[src/rtl/counter_pkg.sv]
`default_nettype none
// ============================================================================
// Module      : counter_pkg
// Description : Shared types and width helpers for the counter_mod slice.
// Revision    : 1.0 - initial release
// ============================================================================
package counter_pkg;

    typedef enum logic {
        CNT_WRAP = 1'b0,
        CNT_SAT  = 1'b1
    } counter_mode_t;

    // Bits needed to hold 0..n-1, never less than one.
    function automatic int ps_width(input int n);
        return (n <= 2) ? 1 : $clog2(n);
    endfunction

endpackage
`default_nettype wire

[src/rtl/counter_prescale.sv]
`default_nettype none
// ============================================================================
// Module      : counter_prescale
// Description : Enable divider; tick fires once per PRESCALE enabled cycles.
// Revision    : 1.0 - initial release
// ============================================================================
module counter_prescale
    import counter_pkg::*;
#(
    parameter int PRESCALE = 1
) (
    input  logic clk,
    input  logic reset,
    input  logic clr,
    input  logic enable,
    output logic tick
);

    generate
        if (PRESCALE == 1) begin : g_bypass
            logic w_unused;
            assign w_unused = clk ^ reset ^ clr;
            assign tick     = enable;
        end else begin : g_divide
            localparam int             PW     = ps_width(PRESCALE);
            localparam logic [PW-1:0]  c_LAST = PW'(PRESCALE - 1);

            logic [PW-1:0] phase_q;
            logic [PW-1:0] phase_d;

            // clr discards the current phase so the next tick needs a full period
            always_comb begin
                phase_d = phase_q;
                if (clr) begin
                    phase_d = '0;
                end else if (enable) begin
                    phase_d = (phase_q == c_LAST) ? '0 : phase_q + PW'(1);
                end
            end

            always_ff @(posedge clk) begin
                if (reset) begin
                    phase_q <= '0;
                end else begin
                    phase_q <= phase_d;
                end
            end

            assign tick = enable && (phase_q == c_LAST);
        end
    endgenerate

endmodule
`default_nettype wire

[src/rtl/counter_mod.sv]
`default_nettype none
// ============================================================================
// Module      : counter_mod
// Description : Up/down modulo counter with clear, clamped load, wrap or
//               saturate mode, optional prescaler and bound/rollover flags.
// Revision    : 1.0 - initial release
// ============================================================================
module counter_mod
    import counter_pkg::*;
#(
    parameter int            WIDTH    = 8,
    parameter int            MAX      = 2**WIDTH - 1,
    parameter counter_mode_t MODE     = CNT_WRAP,
    parameter int            PRESCALE = 1
) (
    input  logic             clk,
    input  logic             reset,
    input  logic             enable,
    input  logic             up,
    input  logic             clear,
    input  logic             load,
    input  logic [WIDTH-1:0] load_val,
    output logic [WIDTH-1:0] count,
    output logic             at_max,
    output logic             at_min,
    output logic             rollover
);

    localparam logic [WIDTH-1:0] c_MAX_VAL = WIDTH'(MAX);

    logic [WIDTH-1:0] count_q;
    logic [WIDTH-1:0] count_d;
    logic             rollover_q;
    logic             rollover_d;

    logic             w_tick;
    logic [WIDTH-1:0] w_load_clamped;
    logic [WIDTH:0]   w_inc;
    logic [WIDTH:0]   w_dec;
    logic             w_over;
    logic             w_under;

    counter_prescale #(
        .PRESCALE (PRESCALE)
    ) u_prescale (
        .clk    (clk),
        .reset  (reset),
        .clr    (clear | load),
        .enable (enable),
        .tick   (w_tick)
    );

    assign w_load_clamped = (load_val > c_MAX_VAL) ? c_MAX_VAL : load_val;

    // One extra bit so MAX == 2**WIDTH-1 still shows the crossing
    assign w_inc   = {1'b0, count_q} + {{WIDTH{1'b0}}, 1'b1};
    assign w_dec   = {1'b0, count_q} - {{WIDTH{1'b0}}, 1'b1};
    assign w_over  = (w_inc > {1'b0, c_MAX_VAL});
    assign w_under = w_dec[WIDTH];

    always_comb begin
        count_d    = count_q;
        rollover_d = 1'b0;
        if (clear) begin
            count_d = '0;
        end else if (load) begin
            count_d = w_load_clamped;
        end else if (w_tick) begin
            if (up) begin
                if (w_over) begin
                    rollover_d = 1'b1;
                    count_d    = (MODE == CNT_WRAP) ? '0 : c_MAX_VAL;
                end else begin
                    count_d = w_inc[WIDTH-1:0];
                end
            end else begin
                if (w_under) begin
                    rollover_d = 1'b1;
                    count_d    = (MODE == CNT_WRAP) ? c_MAX_VAL : '0;
                end else begin
                    count_d = w_dec[WIDTH-1:0];
                end
            end
        end
    end

    always_ff @(posedge clk) begin
        if (reset) begin
            count_q    <= '0;
            rollover_q <= 1'b0;
        end else begin
            count_q    <= count_d;
            rollover_q <= rollover_d;
        end
    end

    assign count    = count_q;
    assign rollover = rollover_q;
    assign at_max   = (count_q == c_MAX_VAL);
    assign at_min   = (count_q == '0);

endmodule
`default_nettype wire

[config.mk]
export PLATFORM = sky130hd
export DESIGN_NAME = counter_mod
export DESIGN_NICKNAME = d
export VERILOG_FILES = /design/src/rtl/counter_pkg.sv /design/src/rtl/counter_prescale.sv /design/src/rtl/counter_mod.sv
export SDC_FILE = /design/constraint.sdc
export NUM_CORES = 1
export LEC_CHECK = 0
export ABC_AREA = 1
export BUFFER_PORTS_ARGS = -buffer_cell sky130_fd_sc_hd__buf_4
export CAP_MARGIN = 0
export CELL_PAD_IN_SITES_DETAIL_PLACEMENT = 1
export CELL_PAD_IN_SITES_GLOBAL_PLACEMENT = 2
export CORE_MARGIN = 1.5
export CORE_UTILIZATION = 26
export CTS_CLUSTER_DIAMETER = 200
export CTS_CLUSTER_SIZE = 40
export DETAILED_ROUTE_END_ITERATION = 10
export PLACE_DENSITY = 0.83
export SLEW_MARGIN = 20
export SYNTH_ARGS = -nofsm -noshare
export SYNTH_HDL_FRONTEND = slang
export SYNTH_HIERARCHICAL = 1
export SYNTH_SLANG_ARGS = --single-unit
[constraint.sdc]
create_clock -name clk -period 2.1 [get_ports clk]
set_input_delay 0.63 -clock clk [delete_from_list [all_inputs] [get_ports clk]]
set_output_delay 0.63 -clock clk [all_outputs]
set_load 0.1 [all_outputs]
Word-level counts from Yosys, hierarchy flattened
Index checks and enable logic that the tools add are counted.
- input bits: 14
- register bits after elaboration: 9
- word-level logic and storage cells: 21
- magnitude comparators: 2
- reduce and logical (&&, ||, !) cells: 4
- bitwise operators: 1
- $add $sub $neg: 2
- eq/ne operators: 1
- mux-type cells: 9
- operators by type and width (operator ; number):
    $mux W8 ; 6
    $add A8 B1 Y9 const B ; 1
    $gt A9 B8 Y1 const B ; 1
    $sub A8 B1 Y9 const B ; 1
    $eq A8 B8 Y1 const B ; 1
    $gt A8 B8 Y1 const B ; 1
    $logic_not A8 Y1 ; 1
    $reduce_or A4 Y1 ; 1
    $mux W1 ; 3
    $reduce_bool A2 Y1 ; 1
    $reduce_or A2 Y1 ; 1
    $not A1 Y1 ; 1

Longest topological paths before layout
- depth in word-level cells: 6
- depth in mapped cells: 13

By module
Netlist, hierarchy kept.
- by module, submodules not included (module ; area each (µm²) ; cells an instance ; sequential area each (µm²) ; times used):
    counter_mod ; 992.2 ; 176 ; 180.2 ; 1
    counter_prescale ; 7.5 ; 1 ; 0.0 ; 1

Least setup slack after synthesis
Ideal clock, no wire load.
- path kind: reg-to-reg
- start point: register count_q[0] (netlist: count[0])
- end point: register count_q[0] (netlist: count[0])
- arrival: 3420 ps
- data required time: 1977 ps
- cell stages (with the launch flop): 11
- setup slack: -1442 ps
- setup time: 123 ps
- cell sequence: dfxtp_1 -> ha_1 -> nand2_1 -> inv_1 -> nand2_1 -> nor2_1 -> inv_2 -> nand2_2 -> nand2_2 -> nand3_2 -> a21oi_2
- longest elaborated chain between the ends: 6
- elaborated cells between the ends (all ways): 8
- classes of those cells: 2 x add/sub; 1 x order compare; 5 x mux
- ends and longest elaborated chain (item ; line ; text):
    from (decl) ; counter_mod.sv:31 ; logic [WIDTH-1:0] count_q;
    from (signal assigned) ; counter_mod.sv:92 ; count_q <= count_d;
    $add A8 B1 Y9 ; counter_mod.sv:56 ; assign w_inc = {1'b0, count_q} + {{WIDTH{1'b0}}, 1'b1};
    $gt A9 B8 Y1 ; counter_mod.sv:58 ; assign w_over = (w_inc > {1'b0, c_MAX_VAL});
    $mux W8 ; counter_mod.sv:70 ; if (w_over) begin
    $mux W8 * ; counter_mod.sv:69 ; if (up) begin
    $mux W8 * ; counter_mod.sv:68 ; end else if (w_tick) begin
    $mux W8 * ; counter_mod.sv:66 ; end else if (load) begin
Every way passes the cells marked *; elsewhere a longest branch is shown, timed or not. The select of a mux whose other input is x is not followed.
A chain may end at the register's enable or synchronous reset.

Final worst setup path
- start point: register count_q[0] (netlist: count[0])
- end point: output port at_max
- longest elaborated chain between the ends: 1
- ends and longest elaborated chain (item ; line ; text):
    $eq A8 B8 Y1 ; counter_mod.sv:99 ; assign at_max = (count_q == c_MAX_VAL);
    to (decl) ; counter_mod.sv:24 ; output logic at_max,
No other way between the ends.

==> out/metrics.csv <==
metric,value,unit
power.density_cell_area,530,mW/mm^2
cts_num_sinks,9,
rsz0062_at_grt,no,
power_frac_seq,27.4,%
portBuffers,24,
synth_area,993,sq um
ff2ff_setup_slack,0.31,ns
yosysWarningCount,6,
dp.cells,246,
p_sw_share,43.7,%
rows,22,
relSlewSlack,74.0,%
vdd_ir_drop_max,0.200,mV
final.setup.worst_slack,0.0767,ns
cts_hold_buf,0,
drcViolationCount,0,
gp_congestion,0.779,
hold_viol,0,
critical_path.cell_chain,ha_4 > nand2_2 > inv_2 > nand2_2 > nor2_4 > buf_6,
crit_cells,6,
overflow,0,
worst_setup_path_end_kind,output pin,
cpPeakStageDelay,0.41,ns
grt_max_degree,16,
path_max_fanout,9,
nNetsFinal,221,
hold_class,reg -> reg,
final-instance-count-excl-fill,250,
synthCells,176,
die_area,0.00420,sq mm
post_drt_wl_per_cell,13.4,um
cts_max_path_buffers,2,
cts.clk_slew.worst_paths,0.05,ns
cp_common_cell,nand2_2,
worst_r2r_path_depth,11,
cts_tree,done,
placed_area,0.00128,sq mm
grt_pass1_vias,1209,
p_int,397,uW
detail-route-antenna-nets,0,
drt-total-wl,3350,um
place_hpwl,2690,um
drt_iter0_drc,45,
die_x,64.8,um
fillCellCount,490,
grt_use_total,17.8,%
hold_slack,0.502,ns
vias,1139,
drv_slew,0,
detail_route.first_pass.iterations,4,
coreArea,0.00366,sq mm
finClkSkew,0.00691,ns
antenna_found_initial,0,
cts.htree.levels,1,
cts-buffers-inserted,3,
final_util,36.4,%
setup_violations,0,
start_kind,flop,
max_cap_violations,0,
p_sw,308,uW
viasPerCell,4.56,
status,"complete, no violations",
clk_latency,0.24,ns
min_path_cells,2,
fin_tns_setup,0,ns
tightest_slew,0.389,ns
grt_pass1_wl,5640,um
leakage,0.658,nW
antenna_cells,0,
fin_area,0.00133,sq mm
crit_family,flip-flops,
fin_crit,2.02,ns
cp_data_required_time,1.47,ns
worstPathArrival,1.39,ns
cpMaxStageDelayCell,dfxtp_4,
power.total,705,uW
comb_power_share,41.5,%
cp_num_buf_inv,2,
layout-drive-gt1-share,31.2,%
die_y,64.8,um
p_clk_share,31.1,%
io_pins,25,
worst-setup-path-type,reg -> out,
avgSynthCellArea,5.64,sq um
period_share,96.3,%
start_util,27.1,%
synth_nets,194,
synthToLayoutAreaGrowth,34.0,%
fmax,494,MHz
cts_root_buffer,clkbuf_8,
pre_cts_ws,0.281,ns
[power by group through the flow]
stage / Sequential [mW] / Clock [mW] / Combinational, mW
after global routing: 0.196 / 0.236 / 0.320
after detailed placement: 0.197 / 0 / 0.293
after floorplan: 0.252 / 0 / 0.160
final: 0.193 / 0.219 / 0.293
after CTS: 0.193 / 0.228 / 0.295
after global placement: 0.195 / 0 / 0.290
[registers in the layout (all words and copies together), names as in the netlist]
register  cells
rollover      1
count         8
[cell type report]
cell class / instances / area [sq um] / share of cell area (%)
Clock buffer: 4 / 45.0 / 3.38
Multi-Input combinational cell: 137 / 722 / 54.2
Timing Repair Buffer: 26 / 199 / 14.9
Sequential cell: 9 / 208 / 15.6
Inverter: 26 / 97.6 / 7.33
Tap cell: 48 / 60.1 / 4.51
[routing by layer]
metal  wire, um  track usage [%]  vias to the layer above  part of all wire, %
met4         27             5.32                        0                 0.81
met2       1570             29.8                       29                   47
li1           -                -                      598                    -
met5          0                0                        -                    0
met3        157             4.34                        5                  4.7
met1       1600             22.5                      507                   48
[worst paths after layout]
check	start	endpoint
worst min register to register	count[7]	count[7]
worst max register to register	count[0]	count[5]
worst min-delay path	count[7]	count[7]
worst max-delay path	count[0]	at_max
[placed cells by master, fill, tap and decap left out]
cell      instances
nand2_1          46
nor2_1           29
buf_4            25
inv_1            22
nand3_1          14
a21oi_1          11
nand2_2           8
dfxtp_4           7
o21ai_0           6
nor2_4            4
nor2_2            3
inv_2             3
nand3_2           3
ha_1              3
clkbuf_8          3
nand4_1           2
a21oi_2           2
nand2_4           1
clkinv_1          1
nand4_2           1
a22oi_1           1
xor2_1            1
xnor2_1           1
ha_4              1
clkbuf_1          1
dfxtp_2           1
buf_6             1
dfxtp_1           1
[repair_timing]
action	4_1_cts	5_1_grt
resized for setup	0	1
setup buffers	0	0
endpoints found under the hold margin	0	0
endpoints found under the setup margin	0	1
[worst reg2reg max path, delay by kind of cell, from the launching register on]
kind / cells / cell delay [ns]
AO/OA/AOI/OAI: 1 / 0.07
buffers and inverters: 1 / 0.10
flip-flops: 1 / 0.41
adder cells (fa/ha/maj): 1 / 0.34
AND/OR/NAND/NOR: 8 / 0.75
No activity file was read; power rests on OpenSTA's default activity.
